### config.mk
export PLATFORM = sky130hd
export DESIGN_NAME = sync_fifo_cfg
export DESIGN_NICKNAME = d
export VERILOG_FILES = /design/src/rtl/sync_fifo_cfg.sv
export SDC_FILE = /design/constraint.sdc
export NUM_CORES = 1
export LEC_CHECK = 0
export CAP_MARGIN = 10
export CORE_MARGIN = 1
export CORE_UTILIZATION = 54
export DETAILED_ROUTE_END_ITERATION = 16
export GPL_ROUTABILITY_DRIVEN = 0
export HOLD_SLACK_MARGIN = 0.06
export PLACE_DENSITY = 0.77
export SLEW_MARGIN = 20
export SYNTH_ARGS = -nofsm -noshare
export SYNTH_HDL_FRONTEND = slang
export SYNTH_SLANG_ARGS = --single-unit
### constraint.sdc
create_clock -name clk -period 2.9 [get_ports clk]
set_clock_uncertainty 0.2 [all_clocks]
set_input_delay 0.58 -clock clk [delete_from_list [all_inputs] [get_ports clk]]
set_output_delay 0.58 -clock clk [all_outputs]
set_load 0.005 [all_outputs]
### src/rtl/sync_fifo_cfg.sv
// Single-clock FIFO with selectable registered-read or first-word-fall-through output,
// registered fill-level flags and sticky overflow/underflow error reporting.
module sync_fifo_cfg #(
   parameter int DATA_WIDTH = 16,
   parameter int ADDR_WIDTH = 4,
   parameter int DEPTH      = 16,
   parameter int AEMPTY     = 3,
   parameter int AFULL      = 3,
   parameter int FWFT       = 0
) (
   input  logic                  clk,
   input  logic                  reset,
   input  logic                  flush,
   input  logic                  wdata_valid,
   input  logic [DATA_WIDTH-1:0] write_data,
   output logic                  write_ack,
   input  logic                  read_req,
   output logic [DATA_WIDTH-1:0] read_data,
   output logic                  rdata_valid,
   output logic                  fifo_empty,
   output logic                  fifo_aempty,
   output logic                  fifo_full,
   output logic                  fifo_afull,
   output logic [ADDR_WIDTH:0]   fill_level,
   output logic                  overflow,
   output logic                  underflow
);

   localparam int LW = ADDR_WIDTH + 1;
   localparam logic [LW-1:0] DEPTH_LVL  = LW'(DEPTH);
   localparam logic [LW-1:0] AEMPTY_LVL = LW'(AEMPTY);
   localparam logic [LW-1:0] AFULL_LVL  = LW'(DEPTH - AFULL);

   logic [DATA_WIDTH-1:0] mem [DEPTH];

   logic [ADDR_WIDTH-1:0] wr_ptr_q, wr_ptr_d, rd_ptr_q, rd_ptr_d;
   logic [LW-1:0]         fill_q, fill_d;
   logic                  empty_q, empty_d, aempty_q, aempty_d;
   logic                  full_q, full_d, afull_q, afull_d;
   logic                  ack_q, ack_d, rvalid_q, rvalid_d;
   logic                  ovf_q, ovf_d, udf_q, udf_d;
   logic [DATA_WIDTH-1:0] rdata_q, rdata_d;
   logic                  wr_en, rd_en;

   // Acceptance uses the registered flags, so a full FIFO still pops and an empty one still pushes.
   assign wr_en = wdata_valid & ~full_q & ~flush;
   assign rd_en = read_req & ~empty_q & ~flush;

   always_comb begin
      wr_ptr_d = wr_ptr_q;
      rd_ptr_d = rd_ptr_q;
      fill_d   = fill_q;
      ack_d    = 1'b0;
      rvalid_d = 1'b0;
      ovf_d    = ovf_q;
      udf_d    = udf_q;
      rdata_d  = rdata_q;
      if (flush) begin
         wr_ptr_d = '0;
         rd_ptr_d = '0;
         fill_d   = '0;
         ovf_d    = 1'b0;
         udf_d    = 1'b0;
      end else begin
         if (wr_en) wr_ptr_d = wr_ptr_q + 1'b1;
         if (rd_en) begin
            rd_ptr_d = rd_ptr_q + 1'b1;
            rdata_d  = mem[rd_ptr_q];
         end
         case ({wr_en, rd_en})
            2'b10:   fill_d = fill_q + 1'b1;
            2'b01:   fill_d = fill_q - 1'b1;
            default: fill_d = fill_q;
         endcase
         ack_d    = wr_en;
         rvalid_d = rd_en;
         ovf_d    = ovf_q | (wdata_valid & full_q);
         udf_d    = udf_q | (read_req & empty_q);
      end
      empty_d  = (fill_d == '0);
      aempty_d = (fill_d <= AEMPTY_LVL);
      full_d   = (fill_d == DEPTH_LVL);
      afull_d  = (fill_d >= AFULL_LVL);
   end

   always_ff @(posedge clk or posedge reset) begin
      if (reset) begin
         wr_ptr_q <= '0;
         rd_ptr_q <= '0;
         fill_q   <= '0;
         empty_q  <= 1'b1;
         aempty_q <= 1'b1;
         full_q   <= 1'b0;
         afull_q  <= 1'b0;
         ack_q    <= 1'b0;
         rvalid_q <= 1'b0;
         ovf_q    <= 1'b0;
         udf_q    <= 1'b0;
         rdata_q  <= '0;
      end else begin
         wr_ptr_q <= wr_ptr_d;
         rd_ptr_q <= rd_ptr_d;
         fill_q   <= fill_d;
         empty_q  <= empty_d;
         aempty_q <= aempty_d;
         full_q   <= full_d;
         afull_q  <= afull_d;
         ack_q    <= ack_d;
         rvalid_q <= rvalid_d;
         ovf_q    <= ovf_d;
         udf_q    <= udf_d;
         rdata_q  <= rdata_d;
      end
   end

   // Storage needs no reset; the pointers alone decide which words are live.
   always_ff @(posedge clk) begin
      if (wr_en) mem[wr_ptr_q] <= write_data;
   end

   generate
      if (FWFT != 0) begin : g_fwft
         assign read_data   = empty_q ? '0 : mem[rd_ptr_q];
         assign rdata_valid = ~empty_q;
      end else begin : g_reg
         assign read_data   = rdata_q;
         assign rdata_valid = rvalid_q;
      end
   endgenerate

   assign write_ack   = ack_q;
   assign fifo_empty  = empty_q;
   assign fifo_aempty = aempty_q;
   assign fifo_full   = full_q;
   assign fifo_afull  = afull_q;
   assign fill_level  = fill_q;
   assign overflow    = ovf_q;
   assign underflow   = udf_q;

endmodule

==> impl_metrics.py <==
metrics = {
    "worst_setup_path": {
        "path_class": "flop to flop",
        "critPathArrivalTime_ps": 3020,
        "worstPathRequired_ps": 3130,
        "cp-end-kind": "flop",
        "crit_fanout": 4,
        "r2r_slack_ps": 110,
        "start_kind": "flop",
    },
    "timing": {
        "drv_slew": 0,
        "fmaxAchievable_mhz": 358.8,
        "tightest_slew_ps": 877.8,
        "fin_ws_ps": 113.0,
        "period_minus_slack_ps": 2787,
        "setup_violations": 0,
        "maxSlewHeadroom_pct": 41.12,
        "holdWs_ps": 147.6,
        "post-route-period-util_pct": 96.10,
        "hold_viol": 0,
    },
    "cells_and_area": {
        "regArea_sq_um": 8623,
        "areaGrowthSynthToFinish_pct": 18.32,
        "final_cell_area_sq_um": 13980,
        "multi_input_area_sq_um": 3013,
        "layout-drive-gt1-share_pct": 23.37,
        "fin_util_pct": 65.89,
        "num_antenna_cells": 0,
        "nFillCells": 1397,
        "fin_nets": 790,
    },
    "yosys": {
        "yosysWarnings": 0,
        "synth-main-ff-cell": "edfxtp_1",
        "synth_edf_count": 256,
        "ys_seq_area_share_pct": 72.91,
        "synth_common_cells": "edfxtp_1 (256), mux2i_1 (51), nor2_1 (46)",
        "syn_area_sq_um": 11820,
        "avgSynthCellArea_sq_um": 17.53,
        "synth_top_area_cell": "edfxtp_1",
        "async_reset_ff_share_pct": 12.63,
        "yosysUniqueCellTypes": 46,
        "synth_most_common_cell": "edfxtp_1",
        "ys_top_cells_by_area": "edfxtp_1 (65%), dfrtp_1 (7.4%), mux4_2 (6.1%), mux2i_1 (4.3%), mux2_2 (2.3%)",
        "syn_nets": 703,
        "syn-instance-count": 674,
        "synth_seq_cells": 293,
        "synth_top_area_share_pct": 65.05,
    },
    "pwr": {
        "sw_frac_of_total_pct": 22.36,
        "p_switching_mw": 2.149,
        "power_density_nw_per_um2": 687.3,
        "vdd_drop_max_mv": 0.4553,
        "p_leak_nw": 4.577,
        "p_int_mw": 7.462,
        "pwr-share-clk_pct": 37.8,
        "p_total_mw": 9.610,
        "comb_power_share_pct": 11.3,
        "pwr-share-seq_pct": 50.9,
    },
    "floorplan": {
        "rows": 53,
        "dieArea_sq_um": 22480,
        "ioPinCount": 50,
        "start_util_pct": 55.69,
        "die-height_microns": 149.9,
        "core_sq_um": 21220,
        "dieWidth_microns": 149.9,
    },
    "global_route": {
        "grt_pass1_vias": 6776,
        "grt_max_degree": 36,
        "gr-usage-all-layers_pct": 23.58,
        "antenna_found_initial": 1,
        "grt-ovfl-total": 0,
        "grt_pass1_wl_microns": 38760,
    },
    "clocking": {
        "cts_hold_buf": 0,
        "cts_buffers": 29,
        "clk_path_buf_depth": 3,
        "clk_pin_slew_worst_paths_ps": 60,
        "htreeDepth": 1,
        "insertion_delay_ps": 550,
        "cts-root-buf": "clkbuf_16",
        "tritoncts": "built",
        "clkSinkCount": 293,
    },
    "route": {
        "drcViolationCount": 0,
        "wire_per_inst_microns": 23.91,
        "ant_nets": 0,
        "wl_microns": 25290,
        "drtPass1Iterations": 5,
        "via_per_inst": 6.050,
        "first_iter_violations": 480,
        "vias": 6401,
    },
    "placement": {
        "placed_cell_area_sq_um": 13000,
        "dp_hpwl_microns": 15500,
        "dp_slack_ps": -548.6,
        "port_buffers": 49,
    },
    "hold_path": {
        "hold_path.class": "primary input to flop",
    },
    "flow_run": {
        "drv_cap": 0,
    },
    "status": {
        "status": "finished, final reports clean",
    },
}
routing by layer:
| layer | track usage, % | wire length (microns) |
|---|---|---|
| met1 | 30.31 | 10150 |
| met4 | 7.929 | 646 |
| met3 | 3.811 | 1548 |
| met5 | 0 | 11 |
| met2 | 40.81 | 12940 |
state kept, by name, indices dropped and copies added (netlist names):
signal and flops:
mem 256, rd_ptr_q 4, fifo_aempty 1, fifo_afull 1, overflow 1, wr_ptr_q 4
fifo_full 1, fill_level 5, fifo_empty 1, rdata_valid 1, write_ack 1, underflow 1
read_data 16
final timing paths:
check | startpoint | to | depth (start not counted)
max in group asynchronous | reset | fifo_aempty | 3
min reg2reg | underflow | underflow | 2
max reg2reg | fifo_empty | fifo_empty | 11
min in group asynchronous | reset | read_data[13] | 2
min | read_req | underflow | 3
max | fifo_empty | fifo_empty | 11
power groups by stage:
stage          clock network, mW  registers, mW  logic, mW
6_report                    3.63           4.89       1.09
5_1_grt                     3.87           4.90       1.17
4_1_cts                     3.70           4.89       1.09
3_5_place_dp                   0           4.97       1.08
3_3_place_gp                   0           4.97       1.05
2_1_floorplan                  0           4.93      0.589
logic make-up (layout without fill, tap and decap cells):
logic type | count (synthesis) | count (layout) | share of synthesized area, %
muxes | 115 | 115 | 13.47
xor gates and xnor gates | 10 | 10 | 0.8047
and+or+nand+nor | 100 | 100 | 3.992
buffers and inverters | 49 | 158 | 2.350
DFF | 293 | 293 | 72.91
AOI/OAI and AO/OA | 99 | 99 | 5.633
adders and majority gates | 8 | 8 | 0.8470
metrics by stage:
step,cells,TNS (ps)
after floorplan,674,-193.1
after global placement,1004,-1631
after detailed placement,1004,-2452
after CTS,1057,0
after global routing,1058,-19.84
final,1058,0
area by class of cell:
class                      instances  area share, %
clock buffer                      39          5.745
clock inverter                    14         0.9217
inverter                           7         0.2058
multi-input combinational        332          21.55
sequential                       293          61.67
tap                              275          2.461
timing repair buffer              98          7.445
placed cells by master, fill, tap and decap left out, types with 3 or more instances in the layout:
cell type / count
a21oi_1: 21
a311oi_1: 16
buf_12: 14
buf_4: 35
clkbuf_1: 6
clkbuf_16: 29
clkbuf_8: 4
clkdlybuf4s50_1: 46
clkinv_1: 4
clkinv_2: 5
dfrtp_1: 31
dfrtp_2: 3
dlymetal6s2s_1: 3
edfxtp_1: 256
ha_1: 6
inv_1: 4
mux2_1: 8
mux2_2: 24
mux2i_1: 51
mux4_2: 32
nand2_1: 10
nand2b_1: 3
nor2_1: 40
nor2_2: 6
nor3_1: 18
nor3_2: 5
o21ai_0: 10
o21ai_1: 9
o21bai_1: 16
o22ai_1: 16
xor2_1: 7
what timing repair did:
item,in CTS,in global routing
resized for setup,0,11
endpoints found under the setup margin,0,4
setup buffers,0,2
worst max-delay path: stages (launching register included):
cell      delay [ps]
dfstp_2          580
nor2b_4           50
and2_4           160
ha_4             150
xor2_1           130
ha_2             220
or2b_1           250
a22oi_2          280
or2_1            150
a311oi_2         100
buf_4            150
o31ai_1          250
Power figures use the tool's default switching activity.
